$ cat config.mk
export PLATFORM = sky130hd
export DESIGN_NAME = iob_double2ptfloat
export DESIGN_NICKNAME = d
export VERILOG_FILES = /design/src/rtl/iob_double2ptfloat_pkg.sv /design/src/rtl/iob_rne_round.sv /design/src/rtl/iob_double2ptfloat.sv
export SDC_FILE = /design/constraint.sdc
export NUM_CORES = 1
export LEC_CHECK = 0
export BUFFER_PORTS_ARGS = -buffer_cell sky130_fd_sc_hd__buf_2
export CAP_MARGIN = 5
export CORE_ASPECT_RATIO = 0.5
export CORE_MARGIN = 3
export CORE_UTILIZATION = 44
export CTS_CLUSTER_SIZE = 8
export DETAILED_ROUTE_END_ITERATION = 6
export SYNTH_ARGS = -nofsm -noshare
export SYNTH_HDL_FRONTEND = slang
export SYNTH_SLANG_ARGS = --single-unit
export TNS_END_PERCENT = 30
$ cat constraint.sdc
create_clock -name clk_i -period 9.54 [get_ports clk_i]
set_input_delay 0.477 -clock clk_i [delete_from_list [all_inputs] [get_ports clk_i]]
set_output_delay 0.477 -clock clk_i [all_outputs]
set_load 0.02 [all_outputs]
$ cat src/rtl/iob_double2ptfloat_pkg.sv
`default_nettype none
// +--------------------------------------------------------------------+
// | iob_double2ptfloat_pkg                                             |
// | IEEE-754 double field layout, FSM encoding and pt-float widths.    |
// | Revision: 1.0                                                      |
// +--------------------------------------------------------------------+
package iob_double2ptfloat_pkg;

    localparam int FP_DP_DATA_W = 64;
    localparam int FP_DP_EXP_W  = 11;
    localparam int FP_DP_FRAC_W = 52;
    localparam int FP_DP_MAG_W  = FP_DP_FRAC_W + 1;
    localparam int FP_DP_BIAS   = 1023;
    localparam logic [FP_DP_EXP_W-1:0] FP_DP_EXP_SPECIAL = 11'h7FF;

    localparam int STATE_W = 3;
    localparam logic [STATE_W-1:0] S_IDLE  = 3'd0;
    localparam logic [STATE_W-1:0] S_CLASS = 3'd1;
    localparam logic [STATE_W-1:0] S_NORM  = 3'd2;
    localparam logic [STATE_W-1:0] S_ROUND = 3'd3;
    localparam logic [STATE_W-1:0] S_PACK  = 3'd4;

    function automatic int exp_max_w(input int ew_w);
        return 2 ** (ew_w - 1);
    endfunction

    function automatic int man_max_w(input int data_w, input int ew_w);
        return data_w - ew_w;
    endfunction

endpackage
`default_nettype wire

$ cat src/rtl/iob_rne_round.sv
`default_nettype none
// +--------------------------------------------------------------------+
// | iob_rne_round                                                      |
// | Round-to-nearest-even of a magnitude to its top KEEP_W bits.       |
// | Revision: 1.0                                                      |
// +--------------------------------------------------------------------+
module iob_rne_round #(
    parameter int IN_W   = 53,
    parameter int KEEP_W = 27
) (
    input  logic [IN_W-1:0]   mag,
    output logic [KEEP_W-1:0] rounded,
    output logic              carry
);

    localparam int DROP_W = IN_W - KEEP_W;

    logic [KEEP_W-1:0] kept;
    logic [DROP_W-1:0] dropped;
    logic              guard;
    logic              sticky;
    logic              round_up;

    assign kept     = mag[IN_W-1 -: KEEP_W];
    assign dropped  = mag[DROP_W-1:0];
    assign guard    = dropped[DROP_W-1];
    assign sticky   = |(dropped & ~(DROP_W'(1) << (DROP_W - 1)));
    assign round_up = guard & (sticky | kept[0]);

    assign {carry, rounded} = {1'b0, kept} + (KEEP_W + 1)'(round_up);

endmodule
`default_nettype wire

$ cat src/rtl/iob_double2ptfloat.sv
`default_nettype none
// +--------------------------------------------------------------------+
// | iob_double2ptfloat                                                 |
// | Sequential IEEE-754 double to pt-float converter (start/done).     |
// | Revision: 1.0                                                      |
// +--------------------------------------------------------------------+
module iob_double2ptfloat
    import iob_double2ptfloat_pkg::*;
#(
    parameter int DATA_W = 32,
    parameter int EW_W   = 4,
    localparam int EXP_MAX_W = exp_max_w(EW_W),
    localparam int MAN_MAX_W = man_max_w(DATA_W, EW_W)
) (
    input  logic                    clk_i,
    input  logic                    rst_n_i,
    input  logic                    cke_i,
    input  logic                    start_i,
    input  logic [FP_DP_DATA_W-1:0] fp_i,
    output logic                    busy_o,
    output logic                    done_o,
    output logic [EXP_MAX_W-1:0]    exp_o,
    output logic [MAN_MAX_W-1:0]    man_o,
    output logic                    ovf_o,
    output logic                    unf_o,
    output logic                    nan_o
);

    localparam int KEEP_W = MAN_MAX_W - 1;
    // Wide enough for every double exponent plus round/renormalise steps.
    localparam int E_W    = (EXP_MAX_W + 2 > 13) ? EXP_MAX_W + 2 : 13;
    localparam logic signed [E_W-1:0] EXP_MAX = E_W'((2 ** (EXP_MAX_W - 1)) - 1);
    localparam logic signed [E_W-1:0] EXP_MIN = E_W'(-(2 ** (EXP_MAX_W - 1)));
    localparam logic signed [E_W-1:0] SUB_EXP = E_W'(2 - FP_DP_BIAS);
    localparam logic [KEEP_W-1:0]    KEEP_HALF   = {1'b1, {(KEEP_W-1){1'b0}}};
    localparam logic [MAN_MAX_W-1:0] MAN_POS_SAT = {1'b0, {KEEP_W{1'b1}}};
    localparam logic [MAN_MAX_W-1:0] MAN_NEG_ONE = {1'b1, {KEEP_W{1'b0}}};

    logic [STATE_W-1:0]      state;
    logic [FP_DP_DATA_W-1:0] fp;
    logic                    sign;
    logic                    is_zero;
    logic                    is_inf;
    logic                    is_nan;
    logic [FP_DP_MAG_W-1:0]  mag;
    logic signed [E_W-1:0]   e;

    logic [FP_DP_EXP_W-1:0]  fp_exp;
    logic [FP_DP_FRAC_W-1:0] fp_frac;
    logic [KEEP_W-1:0]       rnd_man;
    logic                    rnd_carry;
    logic [KEEP_W-1:0]       kept;
    logic signed [E_W-1:0]   e_adj;
    logic [EXP_MAX_W-1:0]    pk_exp;
    logic [MAN_MAX_W-1:0]    pk_man;
    logic                    pk_ovf;
    logic                    pk_unf;
    logic                    pk_nan;

    assign fp_exp  = fp[FP_DP_DATA_W-2 -: FP_DP_EXP_W];
    assign fp_frac = fp[FP_DP_FRAC_W-1:0];
    assign kept    = mag[FP_DP_MAG_W-1 -: KEEP_W];
    assign busy_o  = (state != S_IDLE);

    iob_rne_round #(
        .IN_W   (FP_DP_MAG_W),
        .KEEP_W (KEEP_W)
    ) u_rne_round (
        .mag     (mag),
        .rounded (rnd_man),
        .carry   (rnd_carry)
    );

    // -0.5 is not a normalised two's-complement mantissa; it becomes -1.0 one exponent lower.
    always_comb begin
        pk_ovf = 1'b0;
        pk_unf = 1'b0;
        pk_nan = 1'b0;
        e_adj  = e;
        pk_man = {1'b0, kept};
        if (sign) begin
            pk_man = -{1'b0, kept};
            if (kept == KEEP_HALF) begin
                pk_man = MAN_NEG_ONE;
                e_adj  = e - E_W'(1);
            end
        end
        pk_exp = e_adj[EXP_MAX_W-1:0];
        if (is_nan) begin
            pk_exp = EXP_MAX[EXP_MAX_W-1:0];
            pk_man = '0;
            pk_nan = 1'b1;
        end else if (is_inf || (!is_zero && (e_adj > EXP_MAX))) begin
            pk_exp = EXP_MAX[EXP_MAX_W-1:0];
            pk_man = sign ? MAN_NEG_ONE : MAN_POS_SAT;
            pk_ovf = 1'b1;
        end else if (is_zero || (e_adj < EXP_MIN)) begin
            pk_exp = EXP_MIN[EXP_MAX_W-1:0];
            pk_man = '0;
            pk_unf = ~is_zero;
        end
    end

    always_ff @(posedge clk_i) begin
        if (cke_i) begin
            if (!rst_n_i) begin
                state   <= S_IDLE;
                fp      <= '0;
                sign    <= 1'b0;
                is_zero <= 1'b0;
                is_inf  <= 1'b0;
                is_nan  <= 1'b0;
                mag     <= '0;
                e       <= '0;
                done_o  <= 1'b0;
                exp_o   <= '0;
                man_o   <= '0;
                ovf_o   <= 1'b0;
                unf_o   <= 1'b0;
                nan_o   <= 1'b0;
            end else begin
                done_o <= 1'b0;
                case (state)
                    S_IDLE: begin
                        if (start_i) begin
                            fp    <= fp_i;
                            state <= S_CLASS;
                        end
                    end
                    S_CLASS: begin
                        sign    <= fp[FP_DP_DATA_W-1];
                        is_zero <= 1'b0;
                        is_inf  <= 1'b0;
                        is_nan  <= 1'b0;
                        if (fp_exp == '0) begin
                            if (fp_frac == '0) begin
                                is_zero <= 1'b1;
                                state   <= S_PACK;
                            end else begin
                                mag   <= {1'b0, fp_frac};
                                e     <= SUB_EXP;
                                state <= S_NORM;
                            end
                        end else if (fp_exp == FP_DP_EXP_SPECIAL) begin
                            is_nan <= |fp_frac;
                            is_inf <= ~|fp_frac;
                            state  <= S_PACK;
                        end else begin
                            mag   <= {1'b1, fp_frac};
                            e     <= $signed({{(E_W-FP_DP_EXP_W){1'b0}}, fp_exp}) - E_W'(FP_DP_BIAS - 1);
                            state <= S_ROUND;
                        end
                    end
                    S_NORM: begin
                        mag <= mag << 1;
                        e   <= e - E_W'(1);
                        if (mag[FP_DP_MAG_W-2]) begin
                            state <= S_ROUND;
                        end
                    end
                    S_ROUND: begin
                        if (rnd_carry) begin
                            mag <= {1'b1, {FP_DP_FRAC_W{1'b0}}};
                            e   <= e + E_W'(1);
                        end else begin
                            mag <= {rnd_man, {(FP_DP_MAG_W-KEEP_W){1'b0}}};
                        end
                        state <= S_PACK;
                    end
                    S_PACK: begin
                        exp_o  <= pk_exp;
                        man_o  <= pk_man;
                        ovf_o  <= pk_ovf;
                        unf_o  <= pk_unf;
                        nan_o  <= pk_nan;
                        done_o <= 1'b1;
                        state  <= S_IDLE;
                    end
                    default: state <= S_IDLE;
                endcase
            end
        end
    end

endmodule
`default_nettype wire

Word-level counts from Yosys, hierarchy flattened. Index checks and enable logic that the tools add are counted.

$add $sub $neg: 5. $lt $le $gt $ge: 2. Equality and inequality tests: 16. Multiplexer cells: 51. Bitwise operators: 3. Reductions and logical operators: 17.

Operator list (number): 53-bit 2-to-1 mux (4); 28-bit 2-to-1 mux (7); 53-bit case mux with 3 select lines (1); 64-bit 2-to-1 mux (2); 13-bit 2-to-1 mux (6); 52-bit logical NOT (1); 52-bit OR reduction (1); 13-bit case mux with 3 select lines (1); 8-bit 2-to-1 mux (4); 27-bit by 1-bit adder with 28-bit output (1); 27-bit negation with 28-bit output (1); 27-bit equality test (second input constant) (1); 25-bit OR reduction (1); 1-bit 2-to-1 mux (20); 3-bit 2-to-1 mux (5); 13-bit by 2-bit adder with 13-bit output (second input constant) (1); 13-bit by 8-bit > comparator with 1-bit output (second input constant) (1); 13-bit by 8-bit < comparator with 1-bit output (second input constant) (1); 13-bit by 2-bit subtractor with 13-bit output (second input constant) (1); 3-bit case mux with 4 select lines (1); 11-bit by 10-bit subtractor with 12-bit output (second input constant) (1); 11-bit equality test (second input constant) (1); 11-bit logical NOT (1); 3-bit inequality test (second input constant) (3); 18 further kinds (27).

Register bits: 177. Input port bits: 68. Word-level logic and storage cells: 108.

Depth between registers and ports, before layout.
Word-level depth: 9. Depth in mapped cells: 14.

Hierarchy. From an unflattened synthesis, not the netlist that was laid out.

Cell total of the unflattened synthesis: 867. Area total of the unflattened synthesis: 9589.2 um^2.

Modules (own cells, without submodules): iob_double2ptfloat (times used 1, cells an instance 785, area each 8981.1 um^2, sequential area each 5315.1 um^2); iob_rne_round (times used 1, cells an instance 82, area each 608.1 um^2, sequential area each 0.0 um^2).

Worst setup path after synthesis. Ideal clock, no wire load.

Path kind: register -> register. Start point: register state[0]. End point: register fp[0] (enable). Arrival: 5800 ps. Required time: 8955 ps. Setup slack: 3156 ps. Cell stages (with the launch flop): 7. Path buffers: 3. Period minus slack after synthesis: 6384 ps. Cell sequence: edfxtp_1 > clkbuf_1 > clkbuf_1 > buf_1 > nor2_1 > nand3b_1 > a21boi_0.

Cells in the longest elaborated chain, start to end: 3.

RTL lines: start, declared (line iob_double2ptfloat.sv:39) `logic [STATE_W-1:0] state;`; start signal, assigned (line iob_double2ptfloat.sv:107) `state <= S_IDLE;`; start signal, assigned (line iob_double2ptfloat.sv:127) `state <= S_CLASS;`; start signal, assigned (line iob_double2ptfloat.sv:138) `state <= S_PACK;`; 3-bit logical NOT (line iob_double2ptfloat.sv:123) `case (state)`; 2-bit by 1-bit inequality test with 1-bit output (no line); 3-bit AND reduction (no line); end signal, assigned (line iob_double2ptfloat.sv:126) `fp <= fp_i;`; end, declared (line iob_double2ptfloat.sv:40) `logic [FP_DP_DATA_W-1:0] fp;`.

No other way between the ends. A chain may end at the register's enable or synchronous reset.

Final worst setup path.
Start point: register mag[35]. End point: register man_o[4], data pin.

Cells in the longest elaborated chain, start to end: 9.

RTL lines: start, declared (line iob_double2ptfloat.sv:45) `logic [FP_DP_MAG_W-1:0] mag;`; start signal, assigned (line iob_double2ptfloat.sv:140) `mag <= {1'b0, fp_frac};`; start signal, assigned (line iob_double2ptfloat.sv:149) `mag <= {1'b1, fp_frac};`; start signal, assigned (line iob_double2ptfloat.sv:155) `mag <= mag << 1;`; 27-bit equality test (*) (line iob_double2ptfloat.sv:83) `if (kept == KEEP_HALF) begin`; 13-bit 2-to-1 mux (line iob_double2ptfloat.sv:83); 13-bit 2-to-1 mux (line iob_double2ptfloat.sv:81) `if (sign) begin`; 13-bit by 8-bit < comparator with 1-bit output / 13-bit by 8-bit > comparator with 1-bit output (equally long branches) (line iob_double2ptfloat.sv:97, iob_double2ptfloat.sv:93); 1-bit logical OR / 1-bit logical AND (equally long branches) (line iob_double2ptfloat.sv:97, iob_double2ptfloat.sv:93); 28-bit 2-to-1 mux / 1-bit logical OR (equally long branches) (line iob_double2ptfloat.sv:97, iob_double2ptfloat.sv:93); 28-bit 2-to-1 mux (*) (line iob_double2ptfloat.sv:93) `end else if (is_inf || (!is_zero && (e_adj > EXP_MAX))) begin`; 28-bit 2-to-1 mux (*) (line iob_double2ptfloat.sv:89) `if (is_nan) begin`; 28-bit 2-to-1 mux (*) (line iob_double2ptfloat.sv:123); end signal, assigned (line iob_double2ptfloat.sv:172) `man_o <= pk_man;`; end, declared (line iob_double2ptfloat.sv:23) `output logic [MAN_MAX_W-1:0] man_o,`.

Every way passes the cells marked *; elsewhere a longest branch is shown, timed or not. The select of a mux whose other input is x is not followed.

==> flow_summary.ini <==
[setup_path]
crit_path_cell_trace = or4_4, or4_1, nor3_4, nand3_2, a211oi_2, or2_1, or3_1, o21ai_0
crit_path_max_incr_delay_ns = 0.92
critical_path_class = reg -> reg
timing.critical_path.from_type = register
critical_path.endpoint_type = register
rr_worst_depth = 8
crit_buf_inv = 0
gate_family_responsible_for_the_most_delay_along_the_worst_path = simple AND/OR/NAND/NOR gates
critical_path_peak_fanout = 27
cp_data_arrival_time_ns = 4.40
cp_data_required_time_ns = 9.65
cpMaxStageDelayCell = or3_1
cp.depth = 8

[synthesis]
synthSimpleGateAreaFrac_pct = 18.15
syn_area_per_cell_um2 = 11.56
synthDistinctLibCells = 62
synth-seq-area-share_pct = 56.07
combinational_family_with_the_most_area_after_synthesis = simple AND/OR/NAND/NOR gates
fraction_of_synthesized_cell_area_in_xor_and_xnor_cells_pct = 7.299
syn-instance-count = 820
post_synth_edffs = 177
yosys-mux-area-fraction_pct = 0.5412
yosysWarningCount = 0
synth_top_flop_cell = edfxtp_1
async_reset_ff_share_pct = 0
synth.ff_latch_count = 177
synth_area_um2 = 9479
synth_compound_gate_area_share_pct = 13.03
synth_fa_ha_area_share_pct = 0.7920
mappedNetlistNets = 894

[hold_path]
number_of_cells_on_the_worst_hold_path = 2
min_path_type = in -> reg

[finish]
final_core_util_pct = 51.45
commonest_non_fill_non_tap_cell_in_the_layout = edfxtp_1
share_of_cells_above_drive_strength_1_pct = 21.62
layout-area-overhead-vs-synth_pct = 13.08
count_of_filler_cells_inserted_in_the_layout = 1883
insertedDiodeCount = 0
most-common-layout-cells = 177 x edfxtp_1, 108 x buf_2, 68 x and2_1, 47 x xor2_1, 44 x nor2_1
finalNonFillerCells = 1175
finalNetCount = 963
post-route-cell-area_um2 = 10720

[detailed_routing]
drt_pre_antenna_iters = 5
drcViolationCount = 0
wl_mm = 23.26
wirelength_per_cell_um = 19.80
routed-via-count = 6691
drt_iter0_markers = 559
antenna_violating_nets_post_route = 0
route.detailed.vias_per_inst = 5.694

[timing]
rsz0062_at_grt = false
tightest_slew_ns = 1.211
hold_viol = 0
timing.slew.headroom_pct = 19.25
timing.final.max_slew_violations = 0
totalNegativeSetupSlack_ns = 0
fmaxAchievable_ghz = 0.2329
timing.hold.ws_ns = 0.3108
worst_clock_skew_on_the_final_layout_ns = 0.01693
setup_viol = 0
layout_worst_path_cycle_share_pct = 45.02
finalCriticalPeriod_ns = 4.295

[clock_network]
max-clock-path-buffers = 2
clock_tree_from_tritoncts = done
cts.clk_slew.worst_paths_ns = 0.08
count_of_buffers_added_by_post_cts_timing_repair_for_setup = 0
clkLatencyLatePin_ns = 0.44
cts_buf_count = 17
cts_resized = 0
cts.sinks = 177
cts-root-buf = clkbuf_16
holdBufCountCts = 0
cts.htree.levels = 4

[power_and_ir_drop]
p_sw_share_pct = 27.64
leakage_uw = 0.003872
max-vdd-ir-drop_v = 0.0001403
power.combinational.fraction_pct = 10.7
power.density_cell_area_nw_per_um2 = 173.2
clockPowerShare_pct = 37.2
internal-power_uw = 1343
share_seq_of_total_power_pct = 52.1
total_switching_power_uw = 513.3

[flow_run]
max_cap_violations = 0

[die]
num_ports = 109
design.core.area_um2 = 20830
floorplan.die.width_um = 213.6
initial_util_pct = 45.50
dieArea_um2 = 23450
fp.dieH_um = 109.8
placementRows = 37

[placed_design]
gp_congestion = 0.8736
numPlacedInstances = 1143
sum_of_net_half_perimeters_after_detailed_placement_mm = 16.80
placed_area_um2 = 10140
port_buffers = 108

[run_status]
outcome = completed

[grt]
wire_length_of_the_first_global_routing_pass_mm = 35.45
track_usage_pct = 20.10
grt_overflow = 0
grt_start_max_net_pins = 78
antenna_found_initial = 0
first_global_vias = 6141
## layout make-up
type,count,area (um^2),area share [%]
Clock inverter,15,156.4,1.459
Sequential cell,177,5315,49.59
Multi-Input combinational cell,561,3805,35.50
Inverter,12,45.04,0.4202
Timing Repair Buffer,120,630.6,5.883
Tap cell,273,341.6,3.187
Clock buffer,17,425.4,3.969
## kinds of logic (layout without fill, tap and decap cells)
kind of cell / after synthesis / in the layout
compound gates: 169 / 169
buf+inv: 82 / 164
flops: 177 / 177
mux: 5 / 5
fa+ha+maj: 6 / 6
simple gates: 302 / 302
xor+xnor: 79 / 79
## metrics by stage
stage / total power (uW) / setup slack [ns]
after detailed placement: 1182 / 5.232
after global routing: 1924 / 4.924
after CTS: 1863 / 5.229
after global placement: 1179 / 5.385
after floorplan: 1109 / 3.156
final: 1857 / 5.245
## power by group through the flow
stage | clock [uW] | sequential, uW | combinational, uW
after global placement | 0 | 982 | 197
final | 690 | 968 | 199
after detailed placement | 0 | 984 | 199
after CTS | 697 | 966 | 199
after floorplan | 0 | 967 | 143
after global routing | 731 | 974 | 220
## registers in the layout, indices dropped and copies added, names as in the netlist
signal   count
fp          64
mag         53
man_o       28
e           13
exp_o        8
state        3
done_o       1
is_inf       1
is_nan       1
is_zero      1
nan_o        1
ovf_o        1
sign         1
unf_o        1
## worst paths after layout
kind                         start                      to  slack [ns]
max          mag[35]$_SDFFCE_PN0P_  man_o[4]$_SDFFCE_PP0P_        5.25
min                       fp_i[61]    fp[61]$_SDFFCE_PN0P_        0.31
max reg2reg  mag[35]$_SDFFCE_PN0P_  man_o[4]$_SDFFCE_PP0P_        5.25
min reg2reg    fp[1]$_SDFFCE_PN0P_    mag[1]$_SDFFCE_PN0P_        0.56
## cells in the mapped netlist, types with 4 or more instances
library cell	number	area, um^2
a211oi_1	11	82.58
a21oi_1	10	50.05
a221oi_1	9	78.83
a22o_1	25	219.0
a22oi_1	17	127.6
a31oi_1	4	25.02
and2_1	69	431.7
and3_1	20	125.1
and4_1	4	35.03
buf_1	5	18.77
buf_2	4	20.02
buf_6	5	56.30
clkbuf_1	52	195.2
edfxtp_1	177	5315
ha_1	6	75.07
inv_1	12	45.04
mux2i_1	4	40.04
nand2_1	42	157.7
nand2b_1	7	43.79
nand3_1	21	105.1
nand4_1	10	62.56
nor2_1	45	168.9
nor2b_1	5	31.28
nor3_1	10	50.05
nor4_1	32	200.2
o21ai_0	39	195.2
o21ai_2	21	183.9
o31ai_1	6	45.04
o41ai_1	5	43.79
or3_1	14	87.58
or4_1	6	45.04
or4_4	4	45.04
xnor2_1	32	280.3
xor2_1	47	411.6
## worst reg2reg max path, stage by stage, from the launching register on
cell and delay [ns]:
edfxtp_1 0.53, or4_4 0.55, or4_1 0.66, nor3_4 0.43
nand3_2 0.11, a211oi_2 0.33, or2_1 0.18, or3_1 0.92
o21ai_0 0.26
## metal layers
metal | global-route usage (%) | part of all wire, % | up-vias
met1 | 31.77 | 51 | 3239
met5 | 0 | 0 | -
met4 | 3.957 | 0.72 | 0
met3 | 4.960 | 7.4 | 13
li1 | - | - | 3220
met2 | 27.70 | 41 | 219
(Power assumes the default switching activity.)
